===== config.mk =====
export PLATFORM = sky130hd
export DESIGN_NAME = sram_axi_bridge
export DESIGN_NICKNAME = d
export VERILOG_FILES = /design/src/rtl/sram_axi_bridge_pkg.sv /design/src/rtl/sram_axi_bridge_addr_map.sv /design/src/rtl/sram_axi_bridge.sv
export SDC_FILE = /design/constraint.sdc
export NUM_CORES = 1
export LEC_CHECK = 0
export BUFFER_PORTS_ARGS = -buffer_cell sky130_fd_sc_hd__buf_4
export CORE_ASPECT_RATIO = 0.5
export CORE_UTILIZATION = 30
export DETAILED_ROUTE_END_ITERATION = 8
export PLACE_DENSITY = 0.57
export SYNTH_ARGS = -nofsm -noshare
export SYNTH_HDL_FRONTEND = slang
export SYNTH_SLANG_ARGS = --single-unit

===== constraint.sdc =====
create_clock -name clk -period 3.9 [get_ports clk]
set_input_delay 0.39 -clock clk [delete_from_list [all_inputs] [get_ports clk]]
set_output_delay 0.39 -clock clk [all_outputs]
set_load 0.02 [all_outputs]

===== src/rtl/sram_axi_bridge_pkg.sv =====
// Shared definitions for the SRAM-like to AXI3 bridge.
//
// Contents:
//   state_t         bridge FSM state encoding
//   KSEG_* params   kseg0/kseg1 detection and translation constants
//   AXI_* params    fixed AXI3 attribute values driven by the top-level wrapper
package sram_axi_bridge_pkg;

    typedef enum logic [2:0] {
        IDLE = 3'd0,
        D_AR = 3'd1,
        D_R  = 3'd2,
        D_AW = 3'd3,
        D_B  = 3'd4,
        I_AR = 3'd5,
        I_R  = 3'd6,
        DONE = 3'd7
    } state_t;

    // Top two address bits that identify kseg0/kseg1, and how many top bits
    // get cleared to reach the physical address (0x8000_0000 -> 0x0000_0000).
    localparam logic [1:0]  KSEG_SEL       = 2'b10;
    localparam int          KSEG_CLR_BITS  = 3;
    localparam logic [31:0] KSEG_MASK      = 32'h1FFF_FFFF;

    // Single-beat, full-word, INCR transfers only.
    localparam logic [3:0]  AXI_ID    = 4'd0;
    localparam logic [3:0]  AXI_LEN   = 4'd0;
    localparam logic [2:0]  AXI_SIZE  = 3'd2;
    localparam logic [1:0]  AXI_BURST = 2'd1;
    localparam logic [3:0]  AXI_CACHE = 4'd0;
    localparam logic [2:0]  AXI_PROT  = 3'd0;

endpackage


===== src/rtl/sram_axi_bridge_addr_map.sv =====
// Combinational kseg0/kseg1 virtual-to-physical translation.
//
// Ports:
//   addr         virtual address from the core
//   mapped_addr  address issued on the AXI bus
//
// With KSEG_MAP=1 any address whose top two bits are 2'b10 has its top three
// bits cleared; every other address, and every address when KSEG_MAP=0,
// passes through unchanged.
module sram_axi_bridge_addr_map
    import sram_axi_bridge_pkg::*;
#(
    parameter int ADDR_W   = 32,
    parameter int KSEG_MAP = 1
) (
    input  logic [ADDR_W-1:0] addr,
    output logic [ADDR_W-1:0] mapped_addr
);

    always_comb begin
        mapped_addr = addr;
        if ((KSEG_MAP != 0) && (addr[ADDR_W-1 -: 2] == KSEG_SEL)) begin
            mapped_addr[ADDR_W-1 -: KSEG_CLR_BITS] = '0;
        end
    end

endmodule


===== src/rtl/sram_axi_bridge.sv =====
// Bridge from the core's instruction/data SRAM-like ports to a single AXI3
// master port. One AXI transaction is outstanding at a time; a data access
// is always serviced before the instruction fetch of the same cycle, and the
// pipeline is frozen through stallreq until both have completed.
//
// Ports:
//   clk, rst                      clock, asynchronous active-low reset
//   inst_sram_*                   fetch request / held fetch data
//   data_sram_*                   load/store request / held load data
//   stallreq                      freeze request to the pipeline controller
//   ar*/r*                        AXI read address and read data channels
//   aw*/w*/b*                     AXI write address, data and response channels
module sram_axi_bridge
    import sram_axi_bridge_pkg::*;
#(
    parameter int ADDR_W   = 32,
    parameter int KSEG_MAP = 1
) (
    input  logic              clk,
    input  logic              rst,

    input  logic              inst_sram_en,
    input  logic [ADDR_W-1:0] inst_sram_addr,
    output logic [31:0]       inst_sram_rdata,

    input  logic              data_sram_en,
    input  logic [3:0]        data_sram_wen,
    input  logic [ADDR_W-1:0] data_sram_addr,
    input  logic [31:0]       data_sram_wdata,
    output logic [31:0]       data_sram_rdata,

    output logic              stallreq,

    output logic [ADDR_W-1:0] araddr,
    output logic              arvalid,
    input  logic              arready,
    input  logic [31:0]       rdata,
    input  logic              rvalid,
    output logic              rready,

    output logic [ADDR_W-1:0] awaddr,
    output logic              awvalid,
    input  logic              awready,
    output logic [31:0]       wdata,
    output logic [3:0]        wstrb,
    output logic              wvalid,
    input  logic              wready,
    input  logic              bvalid,
    output logic              bready
);

    state_t            state;
    state_t            state_next;

    logic [ADDR_W-1:0] inst_addr_q;
    logic [ADDR_W-1:0] data_addr_q;
    logic [3:0]        data_wen_q;
    logic [31:0]       data_wdata_q;
    logic [31:0]       inst_rdata_q;
    logic [31:0]       data_rdata_q;
    logic              inst_pend;
    logic              data_pend;
    logic              aw_done;
    logic              w_done;

    logic              any_req;
    logic              is_store;
    logic [ADDR_W-1:0] rd_addr_raw;

    assign any_req  = inst_sram_en | data_sram_en;
    assign is_store = data_sram_en & (data_sram_wen != 4'b0000);

    // The read channel serves the data load first; once data_pend clears the
    // same channel naturally switches over to the fetch address.
    assign rd_addr_raw = data_pend ? data_addr_q : inst_addr_q;

    sram_axi_bridge_addr_map #(
        .ADDR_W   (ADDR_W),
        .KSEG_MAP (KSEG_MAP)
    ) u_rd_map (
        .addr        (rd_addr_raw),
        .mapped_addr (araddr)
    );

    sram_axi_bridge_addr_map #(
        .ADDR_W   (ADDR_W),
        .KSEG_MAP (KSEG_MAP)
    ) u_wr_map (
        .addr        (data_addr_q),
        .mapped_addr (awaddr)
    );

    assign wdata           = data_wdata_q;
    assign wstrb           = data_wen_q;
    assign inst_sram_rdata = inst_rdata_q;
    assign data_sram_rdata = data_rdata_q;

    always_ff @(posedge clk or negedge rst) begin
        if (!rst) begin
            state <= IDLE;
        end else begin
            state <= state_next;
        end
    end

    always_comb begin
        state_next = state;
        stallreq   = 1'b1;
        arvalid    = 1'b0;
        rready     = 1'b0;
        awvalid    = 1'b0;
        wvalid     = 1'b0;
        bready     = 1'b0;

        case (state)
            IDLE: begin
                // Qualified by rst so the pipeline is released the moment
                // reset is applied, even if the core still holds a request.
                stallreq = any_req & rst;
                if (any_req) begin
                    if (is_store) begin
                        state_next = D_AW;
                    end else if (data_sram_en) begin
                        state_next = D_AR;
                    end else begin
                        state_next = I_AR;
                    end
                end
            end
            D_AR: begin
                arvalid = 1'b1;
                if (arready) begin
                    state_next = D_R;
                end
            end
            D_R: begin
                rready = 1'b1;
                if (rvalid) begin
                    state_next = inst_pend ? I_AR : DONE;
                end
            end
            D_AW: begin
                // Address and data channels complete independently; each
                // valid drops as soon as its own handshake has happened.
                awvalid = ~aw_done;
                wvalid  = ~w_done;
                if ((aw_done | awready) && (w_done | wready)) begin
                    state_next = D_B;
                end
            end
            D_B: begin
                bready = 1'b1;
                if (bvalid) begin
                    state_next = inst_pend ? I_AR : DONE;
                end
            end
            I_AR: begin
                arvalid = 1'b1;
                if (arready) begin
                    state_next = I_R;
                end
            end
            I_R: begin
                rready = 1'b1;
                if (rvalid) begin
                    state_next = DONE;
                end
            end
            DONE: begin
                stallreq   = 1'b0;
                state_next = IDLE;
            end
            default: begin
                state_next = IDLE;
            end
        endcase
    end

    always_ff @(posedge clk or negedge rst) begin
        if (!rst) begin
            inst_addr_q  <= '0;
            data_addr_q  <= '0;
            data_wen_q   <= '0;
            data_wdata_q <= '0;
            inst_rdata_q <= '0;
            data_rdata_q <= '0;
            inst_pend    <= 1'b0;
            data_pend    <= 1'b0;
            aw_done      <= 1'b0;
            w_done       <= 1'b0;
        end else begin
            case (state)
                IDLE: begin
                    if (any_req) begin
                        inst_addr_q  <= inst_sram_addr;
                        data_addr_q  <= data_sram_addr;
                        data_wen_q   <= data_sram_wen;
                        data_wdata_q <= data_sram_wdata;
                        inst_pend    <= inst_sram_en;
                        data_pend    <= data_sram_en;
                        aw_done      <= 1'b0;
                        w_done       <= 1'b0;
                    end
                end
                D_R: begin
                    if (rvalid) begin
                        data_rdata_q <= rdata;
                        data_pend    <= 1'b0;
                    end
                end
                D_AW: begin
                    if (awvalid && awready) begin
                        aw_done <= 1'b1;
                    end
                    if (wvalid && wready) begin
                        w_done <= 1'b1;
                    end
                end
                D_B: begin
                    if (bvalid) begin
                        data_pend <= 1'b0;
                    end
                end
                I_R: begin
                    if (rvalid) begin
                        inst_rdata_q <= rdata;
                        inst_pend    <= 1'b0;
                    end
                end
                default: begin
                end
            endcase
        end
    end

endmodule


==> flow_metrics.py, run 1 <==
metrics = {
    "synthesis": {
        "synth_top_area_share_pct": 57.9,
        "synth_flop_cell": "dfrtp_1",
        "syn_area_um2": 7390,
        "synth_cell_types": 38,
        "yosysMostFrequentCell": "dfrtp_1",
        "synth.net_count": 628,
        "synth_edf_count": 0,
        "synth-seq-cells": 171,
        "synth_area_leaders": "dfrtp_1 (58%), mux2_2 (24%), mux2_4 (6.1%)",
        "async_flop_share_pct": 100,
        "avgSynthCellArea_um2": 15.2,
        "yosys.area.top_type": "dfrtp_1",
        "ys_top_cells_by_count": "dfrtp_1 (171), mux2_2 (159), buf_4 (37)",
        "yosysSeqAreaShare_pct": 57.9,
        "syn_inst": 487,
        "synth.yosys.warnings": 0,
    },
    "critical_path": {
        "worstRegToRegCells": 4,
        "r2r-end": "wdata[30]",
        "critical_path_required_ns": 3.51,
        "cpPeakStageDelay_ns": 0.66,
        "worst_setup_path_end_kind": "primary output",
        "setup.worst_path.start": "state[0]",
        "crit_fanout": 52,
        "worstSetupStartpointType": "flop",
        "critPathTopFamily": "compound AO/OA/AOI/OAI gates",
        "worstReg2RegStart": "state[0]",
        "cp.depth": 5,
        "worstPathArrival_ns": 2.41,
        "rrSetupSlack_ns": 1.46,
        "crit_type": "flop to primary output",
        "path_cells": "nor3_2 > o21a_4 > nand2_1 > o21ai_0 > buf_4",
        "cp.buffers_inverters": 1,
        "crit_path_end": "stallreq",
        "critical_path.slowest_cell": "o21a_4",
    },
    "timing": {
        "maxSlewHeadroom_pct": 30.4,
        "hold_viol_final": 0,
        "max_slew.worst_pin.slew_ns": 1.04,
        "period_minus_slack_ns": 2.80,
        "skew_ns": 0.00659,
        "hold_ws_ns": 0.0265,
        "finalCritPeriodShare_pct": 71.7,
        "rsz0062_at_grt": "no",
        "setup_tns_ns": 0,
        "drv_slew": 0,
        "setup_viol": 0,
        "fmax_mhz": 357,
    },
    "global_route": {
        "grt_antenna_before_repair": 0,
        "grtUsageTotal_pct": 15.0,
        "grt_overflow": 0,
        "grt_max_degree": 89,
        "grt_pass1_wl_um": 28700,
        "first_global_vias": 5021,
    },
    "cts": {
        "clockBufferDepth": 2,
        "clk_latency_ns": 0.44,
        "cts_root_buffer": "clkbuf_16",
        "clk_pin_slew_ns": 0.06,
        "cts_inserted_buffers": 17,
        "ctsHtreeMaxLevel": 4,
        "cts_resized": 0,
        "postCtsHoldBufs": 0,
        "cts_tree": "yes",
        "cts.sinks": 171,
        "cts_setup_buffers": 0,
    },
    "finish": {
        "multiInputGateArea_um2": 2640,
        "antenna_cells": 0,
        "nets": 905,
        "drive_gt1_share_pct": 69.0,
        "stdcell_count": 1113,
        "utilization_pct": 42.9,
        "seq_area_um2": 4280,
        "area_growth_pct": 39.7,
        "nFillCells": 2264,
    },
    "pwr": {
        "p_per_area_nw_per_um2": 943,
        "p_leak_nw": 4.87,
        "peakVddDrop_mv": 0.325,
    },
    "route": {
        "drtAntennaViolNets": 0,
        "vias_per_cell": 4.28,
        "drt_first_pass_iters": 4,
        "drt_iter0_markers": 249,
        "wire_per_inst_um": 16.6,
        "routed_wl_um": 18500,
        "drc_errors": 0,
        "num_vias": 4759,
    },
    "place": {
        "portBuffers": 310,
        "dp_hpwl_um": 13500,
        "gp_congestion": 0.752,
        "dp_cells": 1081,
    },
    "floorplanning": {
        "rows": 40,
        "die_area_um2": 25300,
        "die_w_um": 224,
        "die_h_um": 113,
        "start_util_pct": 30.7,
        "boundaryPins": 311,
        "coreArea_um2": 24100,
    },
    "status": {
        "run_status": "finished clean",
    },
    "run": {
        "drv_cap": 0,
    },
    "worst_hold_path": {
        "hp-class": "input port to async pin",
    },
}
## area by class of cell
class,instances,share of cell area (%)
inverters,6,0.218
clock buffers,24,4.57
flip-flops and latches,171,41.4
multi-input cells,252,25.5
clock inverters,8,0.897
repair buffers,316,23.3
well taps,336,4.07
## report_power, final
group / internal (mW) / total, mW / switching (mW)
clock network: 0.971 / 1.66 / 0.690
registers: 2.68 / 3.28 / 0.595
logic: 2.47 / 4.80 / 2.33
total: 6.12 / 9.74 / 3.61
## worst min path at each step
stage / slack (ns) / end / cells past startpoint / start
2_1_floorplan: 0.09 / aw_done / 0 / rst
3_3_place_gp: 0.47 / data_sram_rdata[7] / 1 / data_sram_rdata[7]
3_5_place_dp: 0.48 / data_sram_rdata[7] / 1 / data_sram_rdata[7]
4_1_cts: 0.05 / inst_addr_q[26] / 1 / rst
5_1_grt: 0.08 / wdata[2] / 1 / rst
6_report: 0.03 / data_addr_q[21] / 1 / rst
## metrics by stage
step / cell area [um2] / setup slack [ns] / power [mW]
global placement: 9760 / 1.48 / 8.09
global route: 10300 / 0.835 / 10.3
finish: 10300 / 1.10 / 9.74
detailed placement: 9760 / 1.42 / 8.17
floorplan: 7390 / 2.03 / 6.36
CTS: 10300 / 1.00 / 9.88
## registers in the layout, summed over array words and instances, names as in the netlist
register         cells
data_addr_q         32
inst_pend            1
wdata               32
data_sram_rdata     32
aw_done              1
w_done               1
inst_sram_rdata     32
data_pend            1
inst_addr_q         32
state                3
wstrb                4
## layout by cell type (no fill, tap or decap), types with 2 or more instances in the layout
| cell type | n |
|---|---|
| buf_12 | 2 |
| mux2_4 | 30 |
| mux2_1 | 2 |
| clkbuf_16 | 17 |
| clkbuf_1 | 5 |
| and3_1 | 2 |
| bufinv_16 | 2 |
| a31oi_1 | 2 |
| dfrtp_1 | 171 |
| buf_4 | 313 |
| o21bai_1 | 2 |
| inv_1 | 6 |
| clkinv_2 | 5 |
| o21ai_0 | 11 |
| o2bb2ai_1 | 3 |
| nand2_1 | 11 |
| clkbuf_8 | 2 |
| mux2_2 | 159 |
| nor2_1 | 5 |
| a21oi_1 | 4 |
| nor3b_1 | 2 |
| mux2i_1 | 2 |
| nor2b_1 | 2 |
## cell families (layout without fill, tap and decap cells)
kind of cell,after synthesis,count (layout),synth area share (%)
flops,171,171,57.9
mux,193,193,30.9
compound gates,31,31,2.78
buf+inv,64,354,6.53
simple gates,28,28,1.91
## metal layers
| metal | vias up | wire (um) | share of wire [%] | GRT usage, % |
|---|---|---|---|---|
| met5 | - | 0 | 0 | 0 |
| met2 | 88 | 9980 | 54 | 26.2 |
| li1 | 2229 | - | - | - |
| met3 | 14 | 678 | 3.7 | 4.23 |
| met4 | 0 | 216 | 1.2 | 4.66 |
| met1 | 2428 | 7620 | 41 | 18.0 |
(Power assumes the default switching activity.)
==> inputs of run 2 (changes only) <==
Settings changed: PLACE_DENSITY 0.57 to 0.59.
Clock period 3.9 ns to 2.3 ns, I/O delays scaled along.
==> run 2 against run 1 <==
  * The flow now finishes with violations (hold timing)
  * Global-route usage about the same
  * Sequential power increased by 68%
  * Die area unchanged
  * First-iteration DRC count decreased by 14%
  * Setup slack got worse by 0.89 ns
  * Register-to-register slack got worse by 1.1 ns
  * Critical endpoint is now araddr[9]
  * Highest routed layer unchanged
==> flow_metrics.py, run 2 (synthesis gave the netlist of run 1 again) <==
metrics = {
    "finish": {
        "nets": 958,
        "final_area_um2": 11000,
        "utilization_pct": 45.5,
        "layout_common_cells": "buf_4 (312), dfrtp_1 (170), mux2_2 (159), dlygate4sd3_1 (50), mux2_4 (30)",
        "antenna_cells": 0,
        "drive_gt1_share_pct": 65.7,
        "area_growth_pct": 48.2,
        "final_common_cell": "buf_4",
    },
    "run": {
        "drv_cap": 0,
    },
    "cts": {
        "clk_latency_ns": 0.43,
        "clockBufferDepth": 2,
        "ctsHtreeMaxLevel": 4,
        "cts_tree": "yes",
        "cts_root_buffer": "clkbuf_16",
        "clk_pin_slew_ns": 0.06,
        "cts_inserted_buffers": 17,
        "cts.sinks": 171,
        "cts_resized": 0,
    },
    "global_route": {
        "grt_max_degree": 172,
        "grt_antenna_before_repair": 0,
        "first_global_vias": 5359,
        "grt_overflow": 0,
        "grt_use_met1_pct": 16.8,
        "grt_use_met2_pct": 27.8,
        "grt_pass1_wl_um": 28900,
        "grt_busiest_layer": "met2",
        "grtUsageTotal_pct": 15.0,
        "grt.met3_usage_pct": 3.43,
    },
    "route": {
        "drtAntennaViolNets": 0,
        "drc_errors": 0,
        "drt_iter0_markers": 215,
        "wire_per_inst_um": 16.0,
        "vias_per_cell": 4.32,
        "num_vias": 5040,
        "drt_first_pass_iters": 4,
        "routed_wl_um": 18700,
    },
    "floorplanning": {
        "die_area_um2": 25300,
        "die_h_um": 113,
        "rows": 40,
        "die_w_um": 224,
        "boundaryPins": 311,
        "start_util_pct": 30.7,
        "coreArea_um2": 24100,
    },
    "critical_path": {
        "cp.buffers_inverters": 2,
        "critical_path.slowest_cell": "dfrtp_2",
        "critical_path_required_ns": 2.07,
        "worstPathArrival_ns": 1.86,
        "path_cells": "buf_12 > mux2_2 > buf_4",
        "worstSetupStartpointType": "flop",
        "cpPeakStageDelay_ns": 0.65,
        "setup.worst_path.start": "data_pend",
        "worstReg2RegStart": "state[1]",
        "crit_fanout": 18,
        "crit_type": "flop to primary output",
        "worst_setup_path_end_kind": "primary output",
        "critPathTopFamily": "flip-flops",
    },
    "timing": {
        "maxSlewHeadroom_pct": 33.9,
        "rsz0062_at_grt": "no",
        "period_minus_slack_ns": 2.09,
        "hold_viol_final": 28,
        "hold_ws_ns": -0.114,
        "finalCritPeriodShare_pct": 90.8,
        "setup_viol": 0,
        "skew_ns": 0.00551,
        "setup_tns_ns": 0,
        "max_slew.worst_pin.slew_ns": 0.991,
        "drv_slew": 0,
        "fmax_mhz": 479,
    },
    "pwr": {
        "p_leak_nw": 5.13,
        "peakVddDrop_mv": 0.583,
        "p_per_area_nw_per_um2": 1540,
    },
    "worst_hold_path": {
        "hp-class": "input port to async pin",
    },
    "status": {
        "violations": "hold timing",
        "run_status": "finished with violations",
    },
    "place": {
        "dp_hpwl_um": 13200,
        "place_area_um2": 9830,
        "portBuffers": 310,
        "gp_congestion": 0.773,
    },
}
[run 2: cell count changes in the layout (fill, tap and decap cells not counted), moves of 2 or more]
cell and change:
dlygate4sd3_1 +50, clkbuf_1 -5, buf_12 +4, clkinv_2 -3, clkinv_4 +3, clkinvlp_4 +2, inv_6 +2
[run 2: layout make-up]
type / instances / area [um2]
fill: 2215 / 13100
sequential: 171 / 4280
inverter: 6 / 22.5
multi-input combinational: 252 / 2640
clock buffer: 19 / 453
clock inverter: 13 / 166
tap: 336 / 420
timing repair buffer: 369 / 2970
[run 2: layer usage]
layer / up-vias / routed length [um]
met1: 2561 / 7320
met5: - / 0
met4: 0 / 433
li1: 2360 / -
met3: 28 / 584
met2: 91 / 10300
[run 2: worst reg2reg max path: cells and delay by family (launching register included)]
family                 cells  cell delay (ns)
AO/OA/AOI/OAI              1             0.25
buffers and inverters      1             0.34
flip-flops                 1             0.53
multiplexers               1             0.39
AND/OR/NAND/NOR            1             0.31
[run 2: report_power, final]
group	leakage [nW]	switching [mW]	internal (mW)
Sequential	2.05	0.970	4.55
Clock	0.296	1.22	1.77
Combinational	2.79	4.03	4.31
Total	5.13	6.23	10.6
[run 2: timing repair]
item	4_1_cts	5_1_grt
hold endpoints to repair	50	0
setup buffers	0	0
endpoints found under the setup margin	0	0
hold buffers	50	0
[run 2: worst paths after layout]
path	to	depth (start not counted)	slack, ns
setup / recovery	araddr[9]	3	0.21
hold / removal	data_addr_q[24]	2	-0.11
setup reg to reg	inst_addr_q[0]	4	0.37
hold reg to reg	data_sram_rdata[7]	1	0.49
max in group asynchronous	data_addr_q[20]	2	1.61
min in group clk	wdata[31]	2	0.03
[run 2: metrics by stage]
step / cells / power [mW] / hold WS [ns] / worst slack, ns
finish: 1166 / 16.9 / -0.114 / 0.211
global route: 1166 / 17.8 / 0.000914 / 0.0750
CTS: 1166 / 17.1 / 0.000327 / 0.156
detailed placement: 1084 / 13.9 / 0.440 / 0.352
global placement: 1084 / 13.8 / 0.436 / 0.392
floorplan: 487 / 10.8 / -0.0656 / 0.589
==> inputs of run 3 (changes only) <==
Settings changed: ABC_AREA set to 1, BUFFER_PORTS_ARGS -buffer_cell sky130_fd_sc_hd__buf_4 to not set, DONT_BUFFER_PORTS set to 1, PLACE_DENSITY 0.59 to 0.48.
==> run 3 against run 2 <==
  * The flow still finishes with violations (hold timing)
  * Clock skew grew 0.0017 ns
  * Non-clock buffer count shrank 220
  * Total power shrank 21%
  * Cell count grew 14%
  * Clock power shrank 5%
  * Flip-flop and latch count is the same
==> flow_metrics.py, run 3 <==
metrics = {
    "status": {
        "run_status": "finished with violations",
        "violations": "hold timing",
    },
    "route": {
        "vias_per_cell": 4.37,
        "wire_per_inst_um": 15.1,
        "drtAntennaViolNets": 0,
        "routed_wl_um": 20100,
        "num_vias": 5815,
        "drt_iter0_markers": 393,
        "drt_first_pass_iters": 4,
        "drc_errors": 0,
    },
    "synthesis": {
        "ys_top_cells_by_count": "nand2_1 (477), dfrtp_1 (171), inv_1 (50), o21ai_0 (50), buf_4 (38)",
        "yosys.area.top_type": "dfrtp_1",
        "syn_inst": 885,
        "synth.net_count": 1026,
        "yosysSeqAreaShare_pct": 57.9,
        "avgSynthCellArea_um2": 8.35,
        "synth_top_area_share_pct": 57.9,
        "async_flop_share_pct": 100,
        "synth-seq-cells": 171,
        "synth_area_leaders": "dfrtp_1 (58%), nand2_1 (24%), buf_4 (3.9%)",
        "synth_flop_cell": "dfrtp_1",
        "synth_edf_count": 0,
        "synth.yosys.warnings": 0,
        "synth_cell_types": 26,
        "syn_area_um2": 7390,
        "yosysMostFrequentCell": "nand2_1",
    },
    "critical_path": {
        "critical_path_required_ns": 2.07,
        "rrSetupSlack_ns": 0.56,
        "worst_setup_path_end_kind": "primary output",
        "crit_type": "flop to primary output",
        "crit_fanout": 33,
        "worstReg2RegStart": "state[2]",
        "worstPathArrival_ns": 1.82,
        "setup.worst_path.start": "data_pend",
        "r2r-end": "data_sram_rdata[19]",
        "critical_path.slowest_cell": "nor2_1",
        "worstSetupStartpointType": "flop",
        "path_cells": "buf_4 > o21ai_0 > nor2_1",
        "worstRegToRegCells": 5,
        "cpPeakStageDelay_ns": 0.40,
    },
    "finish": {
        "stdcell_count": 1331,
        "final_area_um2": 9370,
        "nets": 1121,
        "final_common_cell": "nand2_1",
        "utilization_pct": 38.9,
        "layout_common_cells": "nand2_1 (477), dfrtp_1 (171), dlygate4sd3_1 (136), inv_1 (50), o21ai_0 (50)",
        "drive_gt1_share_pct": 5.94,
        "area_growth_pct": 26.8,
    },
    "floorplanning": {
        "coreArea_um2": 24100,
        "rows": 40,
        "die_h_um": 113,
        "die_w_um": 224,
        "die_area_um2": 25300,
        "boundaryPins": 311,
        "start_util_pct": 30.7,
    },
    "global_route": {
        "first_global_vias": 5956,
        "grtUsageTotal_pct": 16.2,
        "grt_overflow": 0,
        "grt_antenna_before_repair": 1,
        "grt_pass1_wl_um": 31700,
        "grt_use_met1_pct": 19.1,
        "grt_busiest_layer": "met2",
        "grt.met3_usage_pct": 4.70,
        "grt_max_degree": 173,
        "grt_use_met2_pct": 27.3,
    },
    "cts": {
        "cts_resized": 0,
        "cts_inserted_buffers": 17,
        "clockBufferDepth": 2,
        "cts.sinks": 171,
        "cts_tree": "yes",
        "postCtsHoldBufs": 136,
        "clk_pin_slew_ns": 0.07,
        "cts_setup_buffers": 0,
        "clk_latency_ns": 0.45,
        "cts_root_buffer": "clkbuf_16",
        "ctsHtreeMaxLevel": 4,
    },
    "timing": {
        "max_slew.worst_pin.slew_ns": 0.575,
        "rsz0062_at_grt": "no",
        "hold_viol_final": 171,
        "fmax_mhz": 489,
        "setup_viol": 0,
        "period_minus_slack_ns": 2.05,
        "finalCritPeriodShare_pct": 89.0,
        "maxSlewHeadroom_pct": 61.7,
        "setup_tns_ns": 0,
        "setup_ws_ns": 0.254,
        "hold_ws_ns": -0.530,
        "drv_slew": 0,
        "skew_ns": 0.00721,
    },
    "pwr": {
        "p_per_area_nw_per_um2": 1420,
        "peakVddDrop_mv": 0.538,
        "p_leak_nw": 4.86,
        "power_mw": 13.3,
    },
    "place": {
        "place_area_um2": 7420,
        "dp_slack_ns": 0.522,
        "dp_hpwl_um": 12700,
        "gp_congestion": 0.761,
        "dp_cells": 1161,
        "portBuffers": 0,
    },
    "run": {
        "drv_cap": 0,
    },
    "worst_hold_path": {
        "hp-class": "input port to async pin",
    },
}
run 3: report_power, final:
| part | total, mW | switching (mW) | internal (mW) |
|---|---|---|---|
| combinational | 3.72 | 2.47 | 1.26 |
| clock | 2.85 | 1.40 | 1.45 |
| sequential | 6.75 | 2.39 | 4.36 |
| total | 13.3 | 6.26 | 7.06 |
run 3: final cells by class:
| class | instances | area [um2] |
|---|---|---|
| Multi-Input combinational cell | 587 | 2400 |
| Inverter | 54 | 205 |
| Fill cell | 2412 | 14700 |
| Clock buffer | 17 | 425 |
| Tap cell | 336 | 420 |
| Clock inverter | 15 | 153 |
| Timing Repair Buffer | 149 | 1480 |
| Antenna cell | 2 | 5.00 |
| Sequential cell | 171 | 4280 |
run 3: routing by layer:
| layer | routed length (um) | vias to the layer above |
|---|---|---|
| met4 | 461 | 0 |
| li1 | - | 2848 |
| met1 | 8660 | 2771 |
| met3 | 1040 | 28 |
| met2 | 9910 | 168 |
| met5 | 0 | - |
run 3: worst max path at each step:
| stage | endpoint | slack [ns] | depth (start not counted) |
|---|---|---|---|
| after global routing | stallreq | 0.19 | 8 |
| final | araddr[31] | 0.25 | 3 |
| after CTS | araddr[31] | 0.23 | 3 |
| after detailed placement | data_sram_rdata[12] | 0.52 | 5 |
| after global placement | data_sram_rdata[11] | 0.57 | 5 |
| after floorplan | stallreq | 0.76 | 9 |
run 3: worst max-delay path: cells and delay by family, from the launching register on:
kind            cells  cell delay [ns]
compound gates      1             0.26
buf+inv             1             0.37
simple gates        1             0.40
flops               1             0.34
run 3: kinds of logic (layout without fill, tap and decap cells):
kind of cell	count (synthesis)	count (layout)	synth area share, %
simple gates	508	508	26.9
flops	171	171	57.9
buf+inv	127	235	9.67
compound gates	78	78	5.38
mux	1	1	0.135
other cells	0	2	0
